<file path="config.mk">
export PLATFORM = sky130hd
export DESIGN_NAME = lvdc_io_port_bank
export DESIGN_NICKNAME = d
export VERILOG_FILES = /design/src/rtl/lvdc_io_pkg.sv /design/src/rtl/lvdc_sync2.sv /design/src/rtl/lvdc_io_port_bank.sv
export SDC_FILE = /design/constraint.sdc
export NUM_CORES = 1
export LEC_CHECK = 0
export ABC_CLOCK_PERIOD_IN_PS = 6400
export BUFFER_PORTS_ARGS = -buffer_cell sky130_fd_sc_hd__buf_2
export CAP_MARGIN = 30
export CORE_ASPECT_RATIO = 1.1
export CORE_UTILIZATION = 39
export CTS_CLUSTER_SIZE = 16
export DETAILED_ROUTE_END_ITERATION = 8
export GPL_ROUTABILITY_DRIVEN = 0
export SYNTH_ARGS = -nofsm -noshare
export SYNTH_HDL_FRONTEND = slang
export SYNTH_HIERARCHICAL = 1
export SYNTH_SLANG_ARGS = --single-unit
export TNS_END_PERCENT = 100
</file>
<file path="constraint.sdc">
create_clock -name clk -period 6.4 [get_ports clk]
set_input_delay 0.96 -clock clk [delete_from_list [all_inputs] [get_ports clk]]
set_output_delay 0.96 -clock clk [all_outputs]
set_load 0.1 [all_outputs]
</file>
<file path="src/rtl/lvdc_io_pkg.sv">
// Register-map helpers for the LVDC I/O port bank.
// The map is laid out relative to BASE_ADDR as:
//   OUT[0..NCH-1], IN[0..NCH-1], IRQ_STAT, IRQ_MASK
// so every offset is a function of the channel count.
package lvdc_io_pkg;

  localparam int OFF_OUT0 = 0;

  function automatic int off_out(input int k);
    return OFF_OUT0 + k;
  endfunction

  function automatic int off_in(input int nch, input int k);
    return nch + k;
  endfunction

  function automatic int off_irq_stat(input int nch);
    return 2 * nch;
  endfunction

  function automatic int off_irq_mask(input int nch);
    return 2 * nch + 1;
  endfunction

endpackage

</file>
<file path="src/rtl/lvdc_sync2.sv">
// Two-flop synchroniser for asynchronous inputs, any width.
// Ports:
//   clk   - destination clock
//   rstb  - asynchronous active-low reset; both flops load RST_VAL
//   d     - asynchronous input
//   q     - synchronised output (2 clock edges of latency)
module lvdc_sync2 #(
  parameter int               WIDTH   = 1,
  parameter logic [WIDTH-1:0] RST_VAL = '0
) (
  input  logic             clk,
  input  logic             rstb,
  input  logic [WIDTH-1:0] d,
  output logic [WIDTH-1:0] q
);

  logic [WIDTH-1:0] meta;

  always_ff @(posedge clk or negedge rstb) begin
    if (!rstb) begin
      meta <= RST_VAL;
      q    <= RST_VAL;
    end else begin
      meta <= d;
      q    <= meta;
    end
  end

endmodule

</file>
<file path="src/rtl/lvdc_io_port_bank.sv">
// CPU-side I/O port bank for the LVDC I/O bus.
// Decodes io_addr while the synchronised nIOR/nIOW strobes are low.
// Writes land in NCH output latches (committed when nIOW rises), reads
// return the output latches, the synchronised input ports or the
// interrupt status/mask. Each input channel raises a sticky change flag.
// Ports:
//   clk, rstb        - clock, asynchronous active-low reset
//   io_addr          - CPU address, stable for the whole strobe
//   nior, niow       - asynchronous active-low read / write strobes
//   db_in            - inbound data bus
//   db_out, db_oe    - registered outbound data and its drive enable
//   int_inhibit      - forces interrupt low while 1
//   port_in          - NCH asynchronous input words, channel k at [k*DATA_W +: DATA_W]
//   port_out         - NCH latched output words
//   interrupt        - registered level interrupt
//   strobe_err       - one-cycle pulse when both strobes are low together
module lvdc_io_port_bank
  import lvdc_io_pkg::*;
#(
  parameter int                DATA_W    = 26,
  parameter int                NCH       = 4,
  parameter int                ADDR_W    = 13,
  parameter logic [ADDR_W-1:0] BASE_ADDR = 'h020,
  parameter logic [DATA_W-1:0] OUT_RESET = '0
) (
  input  logic                  clk,
  input  logic                  rstb,
  input  logic [ADDR_W-1:0]     io_addr,
  input  logic                  nior,
  input  logic                  niow,
  input  logic [DATA_W-1:0]     db_in,
  output logic [DATA_W-1:0]     db_out,
  output logic                  db_oe,
  input  logic                  int_inhibit,
  input  logic [NCH*DATA_W-1:0] port_in,
  output logic [NCH*DATA_W-1:0] port_out,
  output logic                  interrupt,
  output logic                  strobe_err
);

  logic [1:0]            strb_s;
  logic                  r_s, w_s, w_s_d;
  logic [NCH*DATA_W-1:0] in_s, in_prev;
  logic                  wr_rise, ovl, ovl_d, wr_cancel;
  logic [ADDR_W-1:0]     wr_addr_p0, rd_off, wr_off;
  logic [DATA_W-1:0]     wr_data_p0, rd_word;
  logic                  commit_vld_p1;
  logic                  rd_hit, stat_we, mask_we;
  logic [NCH-1:0]        out_we, in_chg, stat_clr;
  logic [NCH-1:0]        irq_stat, irq_mask;

  // Stage s: strobes and input ports enter the clock domain
  lvdc_sync2 #(.WIDTH(2), .RST_VAL(2'b11)) u_sync_strb (
    .clk (clk), .rstb (rstb), .d ({nior, niow}), .q (strb_s)
  );

  lvdc_sync2 #(.WIDTH(NCH*DATA_W), .RST_VAL('0)) u_sync_in (
    .clk (clk), .rstb (rstb), .d (port_in), .q (in_s)
  );

  assign r_s     = strb_s[1];
  assign w_s     = strb_s[0];
  assign wr_rise = w_s & ~w_s_d;
  assign ovl     = ~r_s & ~w_s;
  assign rd_off  = io_addr - BASE_ADDR;
  assign wr_off  = wr_addr_p0 - BASE_ADDR;

  always_comb begin
    rd_hit  = 1'b0;
    rd_word = '0;
    for (int k = 0; k < NCH; k++) begin
      if (rd_off == ADDR_W'(off_out(k))) begin
        rd_hit  = 1'b1;
        rd_word = port_out[k*DATA_W +: DATA_W];
      end
      if (rd_off == ADDR_W'(off_in(NCH, k))) begin
        rd_hit  = 1'b1;
        rd_word = in_s[k*DATA_W +: DATA_W];
      end
    end
    if (rd_off == ADDR_W'(off_irq_stat(NCH))) begin
      rd_hit  = 1'b1;
      rd_word = DATA_W'(irq_stat);
    end
    if (rd_off == ADDR_W'(off_irq_mask(NCH))) begin
      rd_hit  = 1'b1;
      rd_word = DATA_W'(irq_mask);
    end
  end

  always_comb begin
    out_we  = '0;
    stat_we = 1'b0;
    mask_we = 1'b0;
    if (commit_vld_p1) begin
      for (int k = 0; k < NCH; k++)
        if (wr_off == ADDR_W'(off_out(k))) out_we[k] = 1'b1;
      stat_we = (wr_off == ADDR_W'(off_irq_stat(NCH)));
      mask_we = (wr_off == ADDR_W'(off_irq_mask(NCH)));
    end
    stat_clr = stat_we ? wr_data_p0[NCH-1:0] : '0;
    for (int k = 0; k < NCH; k++)
      in_chg[k] = |(in_s[k*DATA_W +: DATA_W] ^ in_prev[k*DATA_W +: DATA_W]);
  end

  // Stage p0: sample address/data during the write strobe, track overlap.
  // A write that ever overlapped a read is dropped when its strobe ends.
  always_ff @(posedge clk or negedge rstb) begin
    if (!rstb) begin
      w_s_d         <= 1'b1;
      wr_addr_p0    <= '0;
      wr_data_p0    <= '0;
      wr_cancel     <= 1'b0;
      commit_vld_p1 <= 1'b0;
      ovl_d         <= 1'b0;
      strobe_err    <= 1'b0;
    end else begin
      w_s_d <= w_s;
      if (!w_s) begin
        wr_addr_p0 <= io_addr;
        wr_data_p0 <= db_in;
      end
      if (ovl)          wr_cancel <= 1'b1;
      else if (wr_rise) wr_cancel <= 1'b0;
      // Stage p1: commit request, applied to the target on the next edge
      commit_vld_p1 <= wr_rise & ~wr_cancel;
      ovl_d         <= ovl;
      strobe_err    <= ovl & ~ovl_d;
    end
  end

  // Read drive: refreshed every cycle of a clean, decoded read strobe
  always_ff @(posedge clk or negedge rstb) begin
    if (!rstb) begin
      db_out <= '0;
      db_oe  <= 1'b0;
    end else if (!r_s && w_s && rd_hit) begin
      db_out <= rd_word;
      db_oe  <= 1'b1;
    end else begin
      db_oe  <= 1'b0;
    end
  end

  // Stage p2: register file and interrupt; a new change beats a W1C clear
  always_ff @(posedge clk or negedge rstb) begin
    if (!rstb) begin
      port_out  <= {NCH{OUT_RESET}};
      irq_stat  <= '0;
      irq_mask  <= '0;
      in_prev   <= '0;
      interrupt <= 1'b0;
    end else begin
      for (int k = 0; k < NCH; k++)
        if (out_we[k]) port_out[k*DATA_W +: DATA_W] <= wr_data_p0;
      if (mask_we) irq_mask <= wr_data_p0[NCH-1:0];
      irq_stat  <= (irq_stat & ~stat_clr) | in_chg;
      in_prev   <= in_s;
      interrupt <= (|(irq_stat & irq_mask)) & ~int_inhibit;
    end
  end

endmodule
</file>
**Word level (Yosys, flattened, before mapping)**

Index checks and enable logic that the tools add are counted.

- Register bits after elaboration: 500
- Bits of input ports: 148
- Output and inout bits: 133
- Word-level logic and storage cells: 98

- $add $sub $neg: 2
- Equality and inequality tests: 14
- Bitwise logic cells: 19
- Reductions and logical operators: 11
- Mux-type cells: 31

Operators by type and width:

| operator | count |
|---|---|
| $mux W26 | 10 |
| $reduce_or A26 Y1 | 4 |
| $xor A26 B26 Y26 | 4 |
| $eq A13 B2 Y1 const B | 4 |
| $eq A13 B3 Y1 const B | 4 |
| $eq A13 B4 Y1 const B | 4 |
| $eq A13 B1 Y1 const B | 2 |
| $logic_not A13 Y1 | 2 |
| $sub A13 B6 Y13 const B | 2 |
| $mux W1 | 19 |
| $and A4 B4 Y4 | 2 |
| $mux W4 | 2 |
| $not A1 Y1 | 6 |
| $and A1 B1 Y1 | 5 |
| $not A4 Y4 | 1 |
| $or A4 B4 Y4 | 1 |
| $reduce_or A4 Y1 | 1 |
| $logic_and A1 B1 Y1 | 2 |
| $reduce_bool A2 Y1 | 1 |
| $logic_not A1 Y1 | 1 |

**Depth between registers and ports, before layout**

- Depth in word-level cells: 14
- Depth in mapped cells: 11
- Gate-level depth less buffers: 9

**Modules after synthesis**

The synthesis kept the hierarchy.

Modules (own cells, without submodules):

| module | times used | cells each | seq. area each (sq um) | area each (sq um) |
|---|---|---|---|---|
| lvdc_io_port_bank | 1 | 1030 | 7208.2 | 13098.8 |
| lvdc_sync2 at u_sync_in | 1 | 208 | 5205.0 | 5205.0 |
| lvdc_sync2 at u_sync_strb | 1 | 4 | 105.1 | 105.1 |

**Worst setup path after synthesis**

OpenSTA, ideal clock, no wires.

- Kind: input -> register
- From: input port io_addr[5]
- To: register db_out[10]
- Data arrival time: 2620 ps
- Cell stages on the path: 11
- Slack: 3647 ps
- Data required time: 6267 ps
- Library setup time: 133 ps
- Path buffers: 3
- Cells stage by stage: inv_1 ha_1 and4bb_1 o22a_1 buf_4 o211ai_4 buf_6 nor4_4 buf_2 a221oi_1 o21ai_1

- Cells in the longest elaborated chain, start to end: 13
- Elaborated cells between the ends (all ways): 32
- Those cells by class: add/sub: 1; eq/ne: 9; mux: 20; reduce/logical: 2

RTL lines:

| item | line | RTL |
|---|---|---|
| from (decl) | lvdc_io_port_bank.sv:28 | `input logic [ADDR_W-1:0] io_addr,` |
| $sub A13 B6 Y13 (*) | lvdc_io_port_bank.sv:65 | `assign rd_off = io_addr - BASE_ADDR;` |
| $logic_not A13 Y1 | lvdc_io_port_bank.sv:72 | `if (rd_off == ADDR_W'(off_out(k))) begin` |
| $mux W1 | lvdc_io_port_bank.sv:72 |  |
| $mux W1 | lvdc_io_port_bank.sv:76 | `if (rd_off == ADDR_W'(off_in(NCH, k))) begin` |
| $mux W1 | lvdc_io_port_bank.sv:72 |  |
| $mux W1 | lvdc_io_port_bank.sv:76 |  |
| $mux W1 | lvdc_io_port_bank.sv:72 |  |
| $mux W1 | lvdc_io_port_bank.sv:76 |  |
| $mux W1 | lvdc_io_port_bank.sv:72 |  |
| $mux W1 | lvdc_io_port_bank.sv:76 |  |
| $mux W1 | lvdc_io_port_bank.sv:81 | `if (rd_off == ADDR_W'(off_irq_stat(NCH))) begin` |
| $mux W1 | lvdc_io_port_bank.sv:85 | `if (rd_off == ADDR_W'(off_irq_mask(NCH))) begin` |
| $logic_and A1 B1 Y1 | lvdc_io_port_bank.sv:137 | `end else if (!r_s && w_s && rd_hit) begin` |
| to (signal assigned) | lvdc_io_port_bank.sv:138 | `db_out <= rd_word;` |
| to (decl) | lvdc_io_port_bank.sv:32 | `output logic [DATA_W-1:0] db_out,` |

Mark *: on every way between the ends. The rest lies on a longest branch, timed or not.
A chain may end at the register's enable or synchronous reset.

**Final worst setup path**

- From: register u_sync_strb.q[0]
- To: register db_out[9]

- Cells in the longest elaborated chain, start to end: 2

RTL lines:

| item | line | RTL |
|---|---|---|
| from (decl) | lvdc_sync2.sv:14 | `output logic [WIDTH-1:0] q` |
| from (signal assigned) | lvdc_sync2.sv:25 | `q <= meta;` |
| $logic_and A1 B1 Y1 (2 in a row) | lvdc_io_port_bank.sv:137 |  |

No other way between the ends.

==> flow_metrics.py <==
metrics = {
    "global_routing": {
        "grt_pass1_vias": 11916,
        "grt_pass1_wl_microns": 82090,
        "overflow": 0,
        "antenna_violations_before_repair": 1,
        "pin_count_of_the_biggest_net_entering_global_routing": 176,
        "grt.total_usage": 0.2376,
    },
    "sta": {
        "timing.max_slew.rel_slack": 0.3125,
        "fin_skew_ns": 0.02538,
        "setup_tns_ns": 0,
        "period_needed_ns": 3.246,
        "max_slew.worst_pin.slew_ns": 1.031,
        "final_min_period_over_clock_period": 0.5072,
        "setup-violations-final": 0,
        "hold_viol_final": 0,
        "final-max-slew-violation-count": 0,
        "fmax_mhz": 308.1,
        "worst_hold_slack_ns": 0.3443,
        "rsz_0062_raised_after_global_routing": "no",
    },
    "drt": {
        "dr.pass1.iters": 5,
        "vias_post_dr": 11535,
        "routed_wirelength_microns": 55880,
        "first_iter_violations": 1131,
        "wl_per_cell_microns": 25.68,
        "postRouteAntennaNets": 0,
        "drc_errors": 0,
        "drt-vias-per-instance": 5.301,
    },
    "place": {
        "io_buffer_count": 280,
        "cell_count_after_placement": 2078,
        "dp_hpwl_microns": 40900,
    },
    "die": {
        "rows": 83,
        "floorplan.die.height_microns": 229.9,
        "io-pin-count": 281,
        "die-area_sq_mm": 0.04808,
        "chipWidth_microns": 209.2,
        "core_region_area_sq_mm": 0.04663,
        "floorplan.initialDensity": 0.3948,
    },
    "pwr": {
        "leak_nw": 10.65,
        "vdd_ir_drop_max_mv": 0.2087,
        "power_density_mw_per_mm2": 321.2,
    },
    "critical_path": {
        "crit_path_start_kind": "flop",
        "path_max_fanout": 49,
        "critical_path_required_ns": 6.86,
        "reg2regPathDepth": 8,
        "worstSetupEndpointType": "flop",
        "critPathKind": "flop to flop",
        "arrival_ns": 3.71,
    },
    "synth": {
        "ys_seq_elements": 500,
        "syn_area_per_cell_sq_um": 14.82,
        "synth-edff-count": 0,
        "ys_top_cells_by_area": "sky130_fd_sc_hd__dfrtp_1 (67%), sky130_fd_sc_hd__mux2_2 (9.4%), sky130_fd_sc_hd__xor2_1 (4.4%)",
        "synth_cell_type_count": 77,
        "synth.yosys.seq_area_share": 0.6800,
        "synth_fp_nets": 1392,
        "synth.largest_area_cell": "sky130_fd_sc_hd__dfrtp_1",
        "synthesis.instances": 1242,
        "synth_flop_cell": "sky130_fd_sc_hd__dfrtp_1",
        "post-synth-top-area-fraction": 0.6729,
        "postSynth.asyncResetShare": 1.000,
        "synth.cell_area_sq_mm": 0.01841,
        "synth-warning-count": 6,
    },
    "finish": {
        "layout-area-overhead-vs-synth_pct": 21.44,
        "filler_cell_count": 4049,
        "multiInputGateArea_sq_mm": 0.005567,
        "instances_no_fill": 2176,
        "fin_nets": 1688,
        "final_layout_size_suffix_gt1_frac": 0.3646,
        "layout.area.seq_sq_mm": 0.01252,
    },
    "cts": {
        "post_cts_buffers": 0,
        "cts.root.buffer_cell": "sky130_fd_sc_hd__clkbuf_16",
        "ctsResizeCount": 0,
        "cts_sinks": 500,
        "cts.hold.buffers_added": 0,
        "max-clock-path-buffers": 3,
        "path_clk_slew_ns": 0.06,
        "tritoncts": "built",
        "clock_latency_ns": 0.60,
        "numCtsBuffers": 52,
        "ctsHtreeMaxLevel": 2,
    },
    "status": {
        "run_status": "completed",
    },
    "flow_run": {
        "maxCapViolCount": 0,
    },
    "min_path": {
        "timing.hold.worst.class": "flop to flop",
        "hold-path-cell-count": 0,
    },
}
[per-layer routing]
metal | GRT usage | vias up | wire length [microns]
met5 | 0 | - | 0
met4 | 0.08915 | 0 | 1972
met3 | 0.04862 | 96 | 3386
met2 | 0.3902 | 436 | 27440
met1 | 0.3103 | 5976 | 23080
li1 | - | 5027 | -
[placed cells by master (no fill, tap or decap), types with 20 or more instances in the layout]
cell type,instances
sky130_fd_sc_hd__dfrtp_1,495
sky130_fd_sc_hd__buf_2,279
sky130_fd_sc_hd__mux2_2,153
sky130_fd_sc_hd__xor2_1,92
sky130_fd_sc_hd__clkbuf_16,54
sky130_fd_sc_hd__o21ai_0,50
sky130_fd_sc_hd__mux2i_1,40
sky130_fd_sc_hd__nor2_1,39
sky130_fd_sc_hd__a21oi_1,32
sky130_fd_sc_hd__nor4_1,28
sky130_fd_sc_hd__a221oi_1,26
sky130_fd_sc_hd__nand2_1,24
sky130_fd_sc_hd__o21ai_1,20
[path summary, 6_finish.rpt]
kind	startpoint	end	slack, ns
max	u_sync_strb/q[0]	db_out[9]	3.15
max in group asynchronous	rstb	ovl_d	4.39
min reg2reg	u_sync_in/meta[59]	u_sync_in/q[59]	0.34
min	u_sync_in/meta[59]	u_sync_in/q[59]	0.34
min in group asynchronous	rstb	u_sync_in/meta[67]	0.49
max reg2reg	u_sync_strb/q[0]	db_out[9]	3.15
[logic make-up after synthesis]
logic type	synth area share
mux	0.1178
fa+ha+maj	0.001359
buf+inv	0.01760
simple gates	0.06409
flops	0.6800
xor+xnor	0.05043
compound gates	0.06872
[Yosys cell counts, drive strengths merged (5+ instances only)]
cell type / n
nor2: 42
xor2: 92
nor3: 16
or2: 8
nand3: 20
mux2: 153
nor4: 31
mux2i: 40
and2: 21
inv: 9
a221oi: 31
a21oi: 33
dfstp: 5
dfrtp: 495
clkbuf: 21
o21ai: 70
nand2: 24
xnor2: 14
nand2b: 7
buf: 28
a211oi: 7
[through the flow]
stage / area (sq um) / setup WS [ns] / power (mW) / util
2_1_floorplan: 18410 / 3.647 / 3.586 / -
3_3_place_gp: 20380 / 2.794 / 3.816 / 0.4370
3_5_place_dp: 20380 / 2.698 / 3.824 / 0.4370
4_1_cts: 22330 / 3.143 / 7.246 / 0.4789
5_1_grt: 22360 / 3.067 / 7.414 / 0.4794
6_report: 22360 / 3.154 / 7.180 / 0.4794
[flip-flops by register name, summed over array words and instances (netlist names), 2 cells and up]
name	count
port_out	104
db_out	26
u_sync_strb/q	2
u_sync_in/q	104
u_sync_strb/meta	2
in_prev	104
wr_data_p0	26
irq_stat	4
u_sync_in/meta	104
irq_mask	4
wr_addr_p0	13
[cell type report]
| class | count | share of cell area |
|---|---|---|
| Sequential cell | 500 | 0.5600 |
| Multi-Input combinational cell | 683 | 0.2490 |
| Timing Repair Buffer | 291 | 0.06851 |
| Clock buffer | 68 | 0.06548 |
| Tap cell | 595 | 0.03330 |
| Clock inverter | 28 | 0.02194 |
| Inverter | 10 | 0.001679 |
| Antenna cell | 1 | 0.0001119 |
[critical path, cell delays in order (launching register included)]
cell and delay, ns:
sky130_fd_sc_hd__dfstp_2 0.51, sky130_fd_sc_hd__buf_4 0.56, sky130_fd_sc_hd__or4b_4 0.62, sky130_fd_sc_hd__nor3_2 0.23
sky130_fd_sc_hd__o221ai_2 0.13, sky130_fd_sc_hd__buf_4 0.27, sky130_fd_sc_hd__and2_1 0.20, sky130_fd_sc_hd__a221oi_1 0.44
sky130_fd_sc_hd__o21ai_1 0.13
[power breakdown]
part	internal [mW]	leakage, nW	switching (mW)
Clock	2.14	0.961	1.28
Combinational	0.128	3.55	0.208
Sequential	3.29	6.13	0.135
Total	5.56	10.6	1.62
No activity file was read; power rests on OpenSTA's default activity.
